<file path="src/rtl/link_token_arbiter_pkg.sv">
// Shared types and defaults for the two-channel credit-based link arbiter.
// Optional feature: LINK_TOKEN_ARB_ERR_EN enables the sticky credit-overflow error flag.
package link_token_arbiter_pkg;

  typedef enum logic {
    INIT = 1'b0,
    RUN  = 1'b1
  } state_t;

  localparam int CREDIT_MAX_DEF   = 16;
  localparam int CREDIT_DECIM_DEF = 4;

  // Width needed to hold 0..cmax inclusive.
  function automatic int credit_w(input int cmax);
    return $clog2(cmax + 1);
  endfunction

endpackage

</file>
<file path="src/rtl/link_credit_counter.sv">
// Per-channel credit counter with token toggle detection; saturates at CREDIT_MAX.
// sat pulses whenever the raw updated value exceeds CREDIT_MAX.
module link_credit_counter
  import link_token_arbiter_pkg::*;
#(
  parameter int CREDIT_MAX   = CREDIT_MAX_DEF,
  parameter int CREDIT_DECIM = CREDIT_DECIM_DEF,
  localparam int CW          = credit_w(CREDIT_MAX)
) (
  input  logic          clk,
  input  logic          rst,
  input  logic          token,
  input  logic          grant,
  output logic [CW-1:0] credit,
  output logic          sat
);

  logic        token_r;
  logic        ret;
  logic [CW:0] sum;

  // One extra bit so a return on a nearly full counter is visible before clamping.
  always_comb begin
    ret = (token != token_r);
    sum = {1'b0, credit}
        + (ret   ? (CW+1)'(CREDIT_DECIM) : '0)
        - (grant ? (CW+1)'(1)            : '0);
    sat = (sum > (CW+1)'(CREDIT_MAX));
  end

  always_ff @(posedge clk) begin
    token_r <= token;
    if (rst) begin
      credit <= CW'(CREDIT_MAX);
    end else if (sat) begin
      credit <= CW'(CREDIT_MAX);
    end else begin
      credit <= sum[CW-1:0];
    end
  end

endmodule

</file>
<file path="src/rtl/link_token_arbiter.sv">
// Two-channel round-robin arbiter onto a registered valid/ready link, gated by per-channel credits.
// Optional feature: define LINK_TOKEN_ARB_ERR_EN for a sticky credit-overflow flag on err_o.
module link_token_arbiter
  import link_token_arbiter_pkg::*;
#(
  parameter int DATA_W       = 32,
  parameter int CREDIT_MAX   = CREDIT_MAX_DEF,
  parameter int CREDIT_DECIM = CREDIT_DECIM_DEF,
  localparam int CW          = credit_w(CREDIT_MAX)
) (
  input  logic              clk,
  input  logic              rst,
  input  logic [1:0]        req_valid_i,
  input  logic [2*DATA_W-1:0] req_data_i,
  output logic [1:0]        req_yumi_o,
  output logic              link_valid_o,
  output logic [DATA_W-1:0] link_data_o,
  output logic              link_ch_o,
  input  logic              link_ready_i,
  input  logic [1:0]        token_i,
  output logic [2*CW-1:0]   credit_o,
  output logic              err_o
);

  // Link handshake: a word moves when link_valid_o && link_ready_i; the output
  // register may reload in that same cycle, and holds while valid && !ready.
  state_t     state;
  state_t     state_nxt;
  logic       last_grant;
  logic       free;
  logic       pri;
  logic [1:0] grant;
  logic [1:0] eligible;
  logic [1:0] sat;

  for (genvar c = 0; c < 2; c++) begin : g_ch
    link_credit_counter #(
      .CREDIT_MAX  (CREDIT_MAX),
      .CREDIT_DECIM(CREDIT_DECIM)
    ) u_credit (
      .clk   (clk),
      .rst   (rst),
      .token (token_i[c]),
      .grant (grant[c]),
      .credit(credit_o[c*CW +: CW]),
      .sat   (sat[c])
    );
    assign eligible[c] = req_valid_i[c] && (credit_o[c*CW +: CW] != '0);
  end

  always_ff @(posedge clk) begin
    if (rst) state <= INIT;
    else     state <= state_nxt;
  end

  always_comb begin
    state_nxt = RUN;
    grant     = '0;
    free      = !link_valid_o || link_ready_i;
    pri       = !last_grant;
    if (state == RUN && free) begin
      if (eligible[pri])       grant[pri]  = 1'b1;
      else if (eligible[!pri]) grant[!pri] = 1'b1;
    end
  end

  assign req_yumi_o = grant;

  always_ff @(posedge clk) begin
    if (rst) begin
      link_valid_o <= 1'b0;
      link_data_o  <= '0;
      link_ch_o    <= 1'b0;
      last_grant   <= 1'b1;
    end else if (|grant) begin
      link_valid_o <= 1'b1;
      link_data_o  <= grant[1] ? req_data_i[DATA_W +: DATA_W] : req_data_i[0 +: DATA_W];
      link_ch_o    <= grant[1];
      last_grant   <= grant[1];
    end else if (link_ready_i) begin
      link_valid_o <= 1'b0;
    end
  end

`ifdef LINK_TOKEN_ARB_ERR_EN
  logic err;

  always_ff @(posedge clk) begin
    if (rst)       err <= 1'b0;
    else if (|sat) err <= 1'b1;
  end

  assign err_o = err;
`else
  logic unused_sat;

  assign unused_sat = ^sat;
  assign err_o      = 1'b0;
`endif

endmodule

</file>
<file path="config.mk">
export PLATFORM = sky130hd
export DESIGN_NAME = link_token_arbiter
export DESIGN_NICKNAME = d
export VERILOG_FILES = /design/src/rtl/link_token_arbiter_pkg.sv /design/src/rtl/link_credit_counter.sv /design/src/rtl/link_token_arbiter.sv
export SDC_FILE = /design/constraint.sdc
export NUM_CORES = 1
export LEC_CHECK = 0
export ABC_CLOCK_PERIOD_IN_PS = 3300
export BUFFER_PORTS_ARGS = -buffer_cell sky130_fd_sc_hd__buf_2
export CELL_PAD_IN_SITES_DETAIL_PLACEMENT = 1
export CELL_PAD_IN_SITES_GLOBAL_PLACEMENT = 1
export CORE_UTILIZATION = 32
export CTS_CLUSTER_DIAMETER = 40
export DETAILED_ROUTE_END_ITERATION = 10
export PLACE_DENSITY = 0.84
export SYNTH_ARGS = -nofsm -noshare
export SYNTH_HDL_FRONTEND = slang
export SYNTH_SLANG_ARGS = --single-unit
</file>
<file path="constraint.sdc">
create_clock -name clk -period 3.3 [get_ports clk]
set_input_delay 0.33 -clock clk [delete_from_list [all_inputs] [get_ports clk]]
set_output_delay 0.33 -clock clk [all_outputs]
set_load 0.005 [all_outputs]
</file>
Yosys cells after proc, flatten, opt, wreduce, memory -nomap -nowiden:

Cells that the tools add are included.

* register bits after elaboration: 48
* latch bits: 0
* memory bits (writable): 0
* ROM bits: 0
* output and inout port bits: 47
* word-level logic and storage cells: 54
* memories kept: 0

* add/subtract/negate cells: 4
* $mul: 0
* div/mod/pow operators: 0
* $lt $le $gt $ge: 6
* equality and inequality tests: 2
* shift-type cells: 0
* muxes and demuxes: 19
* bitwise logic cells: 0
* reductions and logical operators: 14

Operator list (number)
* two-way mux 32 bit: 1
* adder 5 x 6 -> 6 bit: 2
* > comparator 6 x 5 -> 1 bit (second input constant): 2
* subtractor 6 bit: 2
* two-way mux 1 bit: 11
* nonzero test 5 bit: 2
* two-way mux 2 bit: 3
* two-way mux 3 bit: 2
* OR reduction 2 bit: 3
* logical AND 1 bit: 5
* < comparator 1 x 2 -> 1 bit (second input constant): 2
* demux 1 bit (select 1 bit): 2
* >= comparator 1 bit (second input constant): 2
* logical NOT 1 bit: 2
* != test 1 bit: 2
* nonzero test 2 bit: 1
* logical OR 1 bit: 1

Longest topological paths before layout:

Gate-level depths: netlist of run 1.

* word-level depth: 11
* gate-level depth with buffers: 13
* mapped depth without buffers: 11

Cells and area by module:

Synthesis of run 1 repeated with hierarchy kept, for this count alone.

* cell total of the unflattened synthesis: 295
* area total of the unflattened synthesis: 2874.0 um^2

By module, submodules not included
* link_token_arbiter: instances 1, cells an instance 217, area each 2125.8 um^2
* link_credit_counter: instances 2, cells an instance 39, area each 374.1 um^2

Worst setup path before layout of run 1:

Ideal clock, no wire load.

* kind: reg2reg
* start: register g_ch[1].u_credit.credit[1]
* end: register g_ch[0].u_credit.credit[3]
* setup time: 141 ps
* arrival time: 3030 ps
* path slack: 129 ps
* stages on the path, launching flop included: 14
* buffers on the path: 2
* path through: dfxtp_1 or4_4 o211a_1 buf_6 buf_6 nor3_1 ha_1 inv_1 ha_1 fa_1 a2111oi_0 a21oi_1 o31ai_1 nor4_1

* word-level cells in the longest chain between the ends: 11

Ends and longest elaborated chain
* start: declaration: RTL line link_credit_counter.sv:14 `output logic [CW-1:0] credit,`
* start signal: assignment: RTL line link_credit_counter.sv:34 `credit <= CW'(CREDIT_MAX);`
* start signal: assignment: RTL line link_credit_counter.sv:36 `credit <= CW'(CREDIT_MAX);`
* start signal: assignment: RTL line link_credit_counter.sv:38 `credit <= sum[CW-1:0];`
* nonzero test 5 bit *: RTL line link_token_arbiter.sv:48 `assign eligible[c] = req_valid_i[c] && (credit_o[c*CW +: CW] != '0);`
* logical AND 1 bit *: RTL line link_token_arbiter.sv:48
* two-way mux 1 bit (not written as such) (2 in a row): RTL line link_token_arbiter.sv:63 `else if (eligible[!pri]) grant[!pri] = 1'b1;`
* two-way mux 2 bit: RTL line link_token_arbiter.sv:63
* two-way mux 2 bit *: RTL line link_token_arbiter.sv:62 `if (eligible[pri]) grant[pri] = 1'b1;`
* two-way mux 2 bit *: RTL line link_token_arbiter.sv:61 `if (state == RUN && free) begin`
* named net g_ch[0].u_credit.grant: RTL line link_credit_counter.sv:13 `input logic grant,`
* two-way mux 1 bit *: RTL line link_credit_counter.sv:27 `- (grant ? (CW+1)'(1) : '0);`
* subtractor 6 bit *: RTL line link_credit_counter.sv:27
* > comparator 6 x 5 -> 1 bit: RTL line link_credit_counter.sv:28 `sat = (sum > (CW+1)'(CREDIT_MAX));`
* OR reduction 2 bit (no source line)
* end signal: assignment: RTL line link_credit_counter.sv:34
* end signal: assignment: RTL line link_credit_counter.sv:36
* end signal: assignment: RTL line link_credit_counter.sv:38
* end: declaration: RTL line link_credit_counter.sv:14

The timed path passes the listed nets; every way through them passes the cells marked *. The select of a mux whose other input is x is not followed.
A chain may end at the register's enable or synchronous reset.

Worst setup path after layout of run 1:

* start: register g_ch[1].u_credit.credit[2]
* end: register g_ch[0].u_credit.credit[4]

* word-level cells in the longest chain between the ends: 11

Ends and longest elaborated chain (RTL line)
* nonzero test 5 bit *: link_token_arbiter.sv:48
* logical AND 1 bit *: link_token_arbiter.sv:48
* two-way mux 1 bit (not written as such) (2 in a row): link_token_arbiter.sv:63
* two-way mux 2 bit: link_token_arbiter.sv:63
* two-way mux 2 bit *: link_token_arbiter.sv:62
* two-way mux 2 bit *: link_token_arbiter.sv:61
* two-way mux 1 bit *: link_credit_counter.sv:27
* subtractor 6 bit *: link_credit_counter.sv:27
* > comparator 6 x 5 -> 1 bit: link_credit_counter.sv:28
* OR reduction 2 bit (no source line)

Every way passes the cells marked *; elsewhere a longest branch is shown, timed or not. The select of a mux whose other input is x is not followed.

==> qor.txt, run 1 <==
status: finished clean
Slew Limit Fails: 0
P_int: 1.30 mW
leakage dissipation: 1.46 nW
Min-Delay Path Class: in -> reg
layout cell share with drive strength beyond 1: 42.0%
post-cts repair resize count: 0
VDD IR-drop max: 0.000379 V
initial antenna violation count: 0
Max-slew headroom: 55.6%
CP most frequent cell: ha_1
# fillers: 1008
Startpoint Class: register
fin crit share: 94.6%
cts hold-fix bufs: 0
Synthesized Nets: 377
die footprint: 9040 um^2
clock tree sinks: 48
Fmax achieved: 0.320 GHz
clk_lat worst skew: 300 ps
final net count: 478
pwr dens: 623 nW/um^2
Initial DRC Count: 68
Vias: 2728
delay-heaviest family, CP: simple AND/OR/NAND/NOR gates
Clock Power Share: 17.8%
Synth Cell Area: 2770 um^2
critical-path cell list: or4_4, o211a_1, nor3_1, ha_1, inv_1, ha_1, fa_1, a2111oi_1, a21oi_1, o31ai_1, or3_1
Async SR Flop Fraction: 0%
largest net degree at the start of global routing: 68
CP bufs+invs: 1
CTS tree: built
final RePlAce weighted congestion: 0.871
biggest area consumer among synthesized cells: dfxtp_1
net switching power: 0.858 mW
Area Overhead vs Synth: 25.0%
I/O Pins: 118
Critical Path RT: 3550 ps
Total Wirelength: 8.40 mm
footprint of the multi-input gates: 1430 um^2
syn avg cell area: 9.50 um^2
total iterations of the first detailed-routing run: 4
slowest CP cell: or4_4
MaxCap Viol Count: 0
crit-path max cell delay: 540 ps
global route overflow: 0
Arr. time, crit path: 3370 ps
routed len/inst: 16.9 um
die height: 95.1 um
Final Hold Vio Count: 0
switching part of the total power: 39.7%
post-synth top area share: 34.7%
core area: 8300 um^2
PortBufs: 116
DRC viols: 0
postcts setup bufs: 0
n_diodes: 0
register share of total power: 36.3%
Crit. End Element: register
most common flop cell mapped by yosys: dfxtp_1
Vias per Instance: 5.48
Tmin final: 3120 ps
Cell variety after synth: 40
Synth Register Bits: 48
Hold Path Sink: g_ch[0].u_credit.token_r$_DFF_P_
R2R setup slack: 180 ps
total CTS buffers: 5
Worst R2R End: g_ch[0].u_credit.credit[4]$_SDFF_PP1_
hold path start: token_i[0]
Least-Margin Pin Slew: 666 ps
Worst-path clk slew: 90 ps
worst r2r path cells: 11
Post-DP HPWL: 6.03 mm
Crit Path Max Fanout: 5
WS Path Type: reg -> reg
final setup fails: 0
Total GRT Usage: 19.1%
Placed Area: 3370 um^2
largest cells by area after synthesis: dfxtp_1 35%, nor4_1 15%, a2111oi_2 15%
Final Skew: 8.61 ps
die extent in x: 95.1 um
most common cell after layout, fill and taps aside: buf_2
combinational share of power: 46.0%
Clock Tree Buf Depth: 2
FF-to-FF Start: g_ch[1].u_credit.credit[2]$_SDFF_PP0_
htree depth: 2
Root Buffer: clkbuf_8
Cells after Synth: 292
number of global-route vias before repair: 2840
Initial Util: 33.4%
post-synthesis sequential area ratio: 34.7%
unrepaired setup endpoints after global routing: no
remaining antenna violation count: 0
setup TNS: 0 ps
Register Area: 961 um^2
YS warnings: 0
worst hold stages: 1
EDFF count, synth: 0
first-pass GRT wire length: 13.5 mm
num rows: 33
commonest non-fill, non-tap cells in the layout: 116 x buf_2, 68 x nor4_1, 53 x inv_1, 48 x dfxtp_1, 27 x a2111oi_2
post-route cell area: 3470 um^2
==> cell type report <==
class                           instances  area share (%)
Multi-Input combinational cell        161            41.1
Inverter                               53            5.74
Tap cell                              105            3.79
Clock buffer                            7            2.78
Timing Repair Buffer                  124            18.8
Sequential cell                        48            27.7
==> power groups by stage <==
stage	clock network (mW)	registers (mW)	logic [mW]
floorplan	0	0.791	0.682
global placement	0	0.782	0.961
detailed placement	0	0.796	0.998
CTS	0.405	0.783	1.00
global route	0.425	0.798	1.11
finish	0.384	0.783	0.992
==> kinds of logic after synthesis <==
| kind of cell | after synthesis | share of synthesized area (%) |
|---|---|---|
| xor+xnor | 4 | 1.26 |
| compound gates | 58 | 23.6 |
| simple gates | 83 | 19.1 |
| mux | 1 | 0.361 |
| other cells | 1 | 0.135 |
| buf+inv | 83 | 14.0 |
| fa+ha+maj | 14 | 6.86 |
| flops | 48 | 34.7 |
==> worst register-to-register path: cells and delay by family (launching register included) <==
family                     cells  cell delay (ps)
AOI/OAI and AO/OA              4              910
buffers and inverters          1               50
DFF                            1              340
and+or+nand+nor                3              950
adders and majority gates      3              820
==> per-stage QoR <==
stage	hold WS, ps	std cells	power, mW	utilization, %	worst slack (ps)
3_5_place_dp	463	491	1.79	40.6	211
6_report	151	498	2.16	41.8	178
2_1_floorplan	358	292	1.47	-	129
4_1_cts	139	498	2.19	41.8	172
3_3_place_gp	454	491	1.74	40.6	337
5_1_grt	136	498	2.33	41.8	18.2
==> registers in the layout, summed over array words and instances (netlist names) <==
signal	cells
link_ch_o	1
state	1
link_data_o	32
last_grant	1
g_ch.u_credit.credit	10
g_ch.u_credit.token_r	2
link_valid_o	1
==> Yosys cell counts, types with 3 or more instances <==
library cell,instances
nor4_1,68
inv_1,53
dfxtp_1,48
a2111oi_2,27
ha_1,12
clkbuf_1,10
buf_4,9
a21oi_1,8
a2111oi_0,5
buf_2,5
buf_6,5
xnor2_1,4
a21boi_0,3
nand2_1,3
==> metal layers <==
layer  up-vias  routed length, um  global-route usage [%]
li1       1301                  -                       -
met1      1342               3490                    21.6
met2        78               4430                    36.1
met3         7                401                    3.83
met4         0                 68                    4.67
met5         -                  0                       0
==> worst max path at each step <==
stage / start / end / slack [ps] / depth (start not counted)
finish: g_ch[1].u_credit.credit[2]$_SDFF_PP0_ / g_ch[0].u_credit.credit[4]$_SDFF_PP1_ / 180 / 11
global route: g_ch[0].u_credit.credit[4]$_SDFF_PP1_ / g_ch[1].u_credit.credit[2]$_SDFF_PP0_ / 20 / 11
CTS: g_ch[1].u_credit.credit[2]$_SDFF_PP0_ / g_ch[0].u_credit.credit[4]$_SDFF_PP1_ / 170 / 11
detailed placement: g_ch[1].u_credit.credit[2]$_SDFF_PP0_ / g_ch[0].u_credit.credit[1]$_SDFF_PP0_ / 210 / 11
global placement: g_ch[1].u_credit.credit[1]$_SDFF_PP0_ / g_ch[0].u_credit.credit[3]$_SDFF_PP0_ / 340 / 11
floorplan: g_ch[1].u_credit.credit[1]$_SDFF_PP0_ / g_ch[0].u_credit.credit[3]$_SDFF_PP0_ / 130 / 13
Note: power is estimated with default switching activity, not from simulation.
==> inputs of run 2 (changes only) <==
==> constraint.sdc (replaced) <==
create_clock -name clk -period 3.3 [get_ports clk]
set_input_delay 0.66 -clock clk [delete_from_list [all_inputs] [get_ports clk]]
set_output_delay 0.66 -clock clk [all_outputs]
set_load 0.005 [all_outputs]
==> run 2 against run 1 <==
  * Clock power up 53%
  * Largest power group unchanged
  * First-iteration DRC count down 31%
  * Via count down 1.4%
  * Core utilization up 0.81 points
  * Largest cell class unchanged
  * Final cell count up 0.40%
  * Count of clock-buffer cells in the layout down 2
  * Critical path depth down 1
  * Worst hold slack better by 320 ps
==> qor.txt, run 2 (same netlist as run 1, synthesis figures left out) <==
die footprint: 9040 um^2
fin crit share: 94.6%
remaining antenna violation count: 0
VDD IR-drop max: 0.000454 V
Critical Path RT: 3500 ps
most common cell after layout, fill and taps aside: buf_2
PortBufs: 116
total iterations of the first detailed-routing run: 4
final net count: 479
Worst-path clk slew: 90 ps
Worst R2R End: g_ch[1].u_credit.credit[4]$_SDFF_PP1_
I/O Pins: 118
Fmax achieved: 0.320 GHz
Hold Slack: 470 ps
pwr dens: 672 nW/um^2
Post-DP HPWL: 6.23 mm
Hold Path Sink: link_data_o[3]$_SDFFE_PP0P_
final setup fails: 0
R2R setup slack: 180 ps
num rows: 33
number of global-route vias before repair: 2807
Max-slew headroom: 55.0%
Initial DRC Count: 47
placed cells: 492
core area: 8300 um^2
routed len/inst: 17.2 um
Root Buffer: clkbuf_8
Slew Limit Fails: 0
die extent in x: 95.1 um
FF-to-FF Start: g_ch[0].u_credit.credit[4]$_SDFF_PP1_
layout cell share with drive strength beyond 1: 42.8%
largest net degree at the start of global routing: 69
Post-Layout Cell Count: 500
htree depth: 2
n_diodes: 0
commonest non-fill, non-tap cells in the layout: 116 x buf_2, 68 x nor4_1, 53 x inv_1, 48 x dfxtp_1, 28 x a2111oi_2
DRC viols: 0
global route overflow: 0
Placed Area: 3360 um^2
Clock Tree Buf Depth: 2
Final Skew: 4.40 ps
Total Wirelength: 8.58 mm
Least-Margin Pin Slew: 675 ps
Crit Path Max Fanout: 7
Initial Util: 33.4%
WS Path Type: reg -> reg
Final Hold Vio Count: 0
worst r2r path cells: 10
clock tree sinks: 48
Arr. time, crit path: 3320 ps
leakage dissipation: 1.49 nW
final RePlAce weighted congestion: 0.834
first-pass GRT wire length: 13.6 mm
total CTS buffers: 5
MaxCap Viol Count: 0
status: finished clean
hold path start: link_data_o[3]$_SDFFE_PP0P_
Overall Power: 2.38 mW
Tmin final: 3120 ps
Area Overhead vs Synth: 27.5%
worst hold stages: 2
Largest register FFs: 32
Crit. End Element: register
Vias: 2691
Vias per Instance: 5.38
clk_lat worst skew: 300 ps
die height: 95.1 um
Min-Delay Path Class: reg -> reg
Total GRT Usage: 19.2%
Top reg by flops: link_data_o
post-route cell area: 3530 um^2
Startpoint Class: register
Largest regs: link_data_o: 32 flops, g_ch.u_credit.credit: 10 flops, g_ch.u_credit.token_r: 2 flops
# fillers: 988
initial antenna violation count: 0
CTS tree: built
run 2: changes by cell type in the layout (fill, tap and decap cells not counted), sizes merged:
cell    delta
bufinv     +3
clkbuf     -2
buf        +1
run 2: worst max-delay path by stage:
stage | start | to | slack, ps
2_1_floorplan | g_ch[1].u_credit.credit[1]$_SDFF_PP0_ | g_ch[0].u_credit.credit[3]$_SDFF_PP0_ | 130
3_5_place_dp | g_ch[1].u_credit.credit[2]$_SDFF_PP0_ | g_ch[0].u_credit.credit[2]$_SDFF_PP0_ | 30
4_1_cts | g_ch[1].u_credit.credit[2]$_SDFF_PP0_ | g_ch[0].u_credit.credit[4]$_SDFF_PP1_ | 10
3_3_place_gp | g_ch[1].u_credit.credit[1]$_SDFF_PP0_ | g_ch[0].u_credit.credit[3]$_SDFF_PP0_ | 340
6_report | g_ch[0].u_credit.credit[4]$_SDFF_PP1_ | g_ch[1].u_credit.credit[4]$_SDFF_PP1_ | 180
5_1_grt | g_ch[1].u_credit.credit[2]$_SDFF_PP0_ | g_ch[0].u_credit.credit[4]$_SDFF_PP1_ | -8
run 2: cell type report:
cell class	instances	area (um^2)	share of cell area [%]
flip-flops and latches	48	961	27.2
repair buffers	125	648	18.3
clock inverters	3	90.1	2.55
multi-input cells	161	1440	40.6
well taps	105	131	3.72
inverters	53	199	5.63
clock buffers	5	68.8	1.95
run 2: worst max-delay path: stages (launching register included):
cell       delay [ps]
dfxtp_1           400
or4_4             590
o211a_1           250
nor3_2            190
ha_1              180
inv_1              40
ha_1              200
fa_1              460
and4b_1           270
o2111ai_1         230
and2_1            210
run 2: timing repair:
item,in CTS,in global routing
endpoints found under the setup margin,0,5
hold buffers,0,0
gates resized for setup,0,3
setup buffers,0,0
run 2: through the flow:
step	utilization [%]	setup WS [ps]	TNS [ps]
2_1_floorplan	-	129	0
3_3_place_gp	40.5	338	0
3_5_place_dp	40.5	31.5	0
4_1_cts	42.5	11.6	0
5_1_grt	42.6	-8.20	-9.10
6_report	42.6	178	0
run 2: per-layer routing:
metal  GRT usage, %  vias up  wire length [um]
met3           3.43        6               385
li1               -     1297                 -
met1           21.7     1311              3630
met5              0        -                 0
met2           37.0       77              4500
met4           4.29        0                71
run 2: where the power goes:
| group | internal (mW) | switching (mW) |
|---|---|---|
| registers | 0.693 | 0.0896 |
| clock network | 0.379 | 0.207 |
| logic | 0.423 | 0.585 |
==> inputs of run 3 (changes only) <==
Settings changed: CELL_PAD_IN_SITES_DETAIL_PLACEMENT 1 to not set, CELL_PAD_IN_SITES_GLOBAL_PLACEMENT 1 to not set, CORE_UTILIZATION 32 to 40, PLACE_DENSITY 0.84 to 0.79.
==> run 3 against run 2 <==
  * Fmax down 0.57%
  * Clock skew up 5.0 ps
  * Die area down 20%
  * Clock power down 27%
  * Non-clock buffer count down 1
==> qor.txt, run 3 (same netlist as run 1, synthesis figures left out) <==
Vias per Instance: 5.66
status: finished clean
critical-path cell list: or4_4, o211a_1, nor3_2, ha_1, inv_1, ha_1, fa_1, and4b_1, o2111ai_1, and2_1
highest routed layer: met4
most common cell after layout, fill and taps aside: buf_2
final net count: 478
core area: 6530 um^2
routed len/inst: 15.7 um
Arr. time, crit path: 3340 ps
Clock Tree Buf Depth: 2
num rows: 29
htree depth: 2
footprint of the multi-input gates: 1430 um^2
met3 wire length: 388 um
worst r2r path cells: 10
final RePlAce weighted congestion: 0.866
WL met2: 3.71 mm
PortBufs: 116
unrepaired setup endpoints after global routing: no
slowest CP cell: or4_4
pwr dens: 635 nW/um^2
Min-Delay Path Class: reg -> reg
R2R setup slack: 160 ps
Area Overhead vs Synth: 24.4%
cts hold-fix bufs: 0
Worst R2R End: g_ch[1].u_credit.credit[4]$_SDFF_PP1_
CP most frequent cell: ha_1
Met1 Routed Length: 3.20 mm
Initial Util: 42.5%
setup TNS: 0 ps
crit-path max cell delay: 580 ps
Worst-path clk slew: 90 ps
Initial DRC Count: 90
Critical Path RT: 3500 ps
FF-to-FF Start: g_ch[0].u_credit.credit[4]$_SDFF_PP1_
clock tree sinks: 48
final setup fails: 0
Least-Margin Pin Slew: 665 ps
Largest register FFs: 32
Setup crit end: g_ch[1].u_credit.credit[4]$_SDFF_PP1_
global route overflow: 0
total CTS buffers: 5
Critical Path Start: g_ch[0].u_credit.credit[4]$_SDFF_PP1_
Final Hold Vio Count: 0
CTS tree: built
number of global-route vias before repair: 2601
initial antenna violation count: 0
first-pass GRT wire length: 12.0 mm
Vias: 2666
remaining antenna violation count: 0
die footprint: 7270 um^2
total iterations of the first detailed-routing run: 4
Total GRT Usage: 20.7%
I/O Pins: 118
# fillers: 597
Top reg by flops: link_data_o
MaxCap Viol Count: 0
fin crit share: 95.1%
WS Path Type: reg -> reg
Root Buffer: clkbuf_8
n_diodes: 0
DRC viols: 0
Layout Utilization: 52.8%
Crit Path Max Fanout: 7
Slew Limit Fails: 0
Crit. End Element: register
layout cell share with drive strength beyond 1: 42.1%
Fmax achieved: 0.319 GHz
Register Area: 961 um^2
Tmin final: 3140 ps
VDD IR-drop max: 0.000474 V
Post-DP HPWL: 5.04 mm
largest net degree at the start of global routing: 68
clk_lat worst skew: 310 ps
commonest non-fill, non-tap cells in the layout: 116 x buf_2, 68 x nor4_1, 53 x inv_1, 48 x dfxtp_1, 28 x a2111oi_2
Final Skew: 9.45 ps
Largest regs: link_data_o: 32 flops, g_ch.u_credit.credit: 10 flops, g_ch.u_credit.token_r: 2 flops
die extent in x: 85.3 um
die height: 85.3 um
Max-slew headroom: 55.7%
leakage dissipation: 1.47 nW
Total Wirelength: 7.38 mm
Startpoint Class: register
run 3: cell count changes in the layout (fill, tap and decap cells not counted), sizes merged:
cell / delta
bufinv: -2
buf: -1
clkbuf: +1
clkinv: +1
run 3: critical path, delay by kind of cell, from the launching register on:
family,cells,cell delay (ps)
AND/OR/NAND/NOR,4,1270
flip-flops,1,390
buffers and inverters,1,40
AO/OA/AOI/OAI,2,470
adder cells (fa/ha/maj),3,860
run 3: worst min path at each step:
stage                                       startpoint                               end  depth (start not counted)
final                     link_data_o[15]$_SDFFE_PP0P_      link_data_o[15]$_SDFFE_PP0P_                          2
after global routing                        token_i[0]  g_ch[0].u_credit.token_r$_DFF_P_                          1
after global placement    link_data_o[30]$_SDFFE_PP0P_      link_data_o[30]$_SDFFE_PP0P_                          2
after CTS                                   token_i[0]  g_ch[0].u_credit.token_r$_DFF_P_                          1
after detailed placement  link_data_o[30]$_SDFFE_PP0P_      link_data_o[30]$_SDFFE_PP0P_                          2
after floorplan           link_data_o[30]$_SDFFE_PP0P_      link_data_o[30]$_SDFFE_PP0P_                          2
run 3: report_power, final:
group / internal, mW / switching (mW) / leakage (nW)
clock: 0.225 / 0.200 / 0.0552
combinational: 0.423 / 0.563 / 1.02
sequential: 0.693 / 0.0855 / 0.397
run 3: layout make-up:
cell class	instances	share of cell area [%]
Tap cell	77	2.79
Clock inverter	2	1.02
Timing Repair Buffer	124	18.9
Multi-Input combinational cell	161	41.5
Sequential cell	48	27.9
Clock buffer	6	2.10
Inverter	53	5.77
run 3: per-stage QoR:
| step | cells | worst slack (ps) | hold slack, ps | instance area [um^2] | power [mW] |
|---|---|---|---|---|---|
| final | 471 | 160 | 468 | 3450 | 2.19 |
| after global routing | 471 | 11.6 | 465 | 3450 | 2.36 |
| after CTS | 471 | 198 | 471 | 3440 | 2.20 |
| after detailed placement | 463 | 223 | 457 | 3330 | 1.76 |
| after global placement | 463 | 355 | 449 | 3330 | 1.73 |
| after floorplan | 292 | 129 | 457 | 2770 | 1.47 |
run 3: routing by layer:
metal / global-route usage, % / vias to the layer above
met1: 25.2 / 1254
met2: 36.5 / 95
li1: - / 1305
met4: 5.91 / 0
met3: 4.67 / 12
met5: 0 / -
run 3: what timing repair did:
action | 4_1_cts | 5_1_grt
gates resized for setup | 0 | 2
endpoints found under the setup margin | 0 | 5
buffers inserted | 0 | 0
endpoints found under the hold margin | 0 | 0
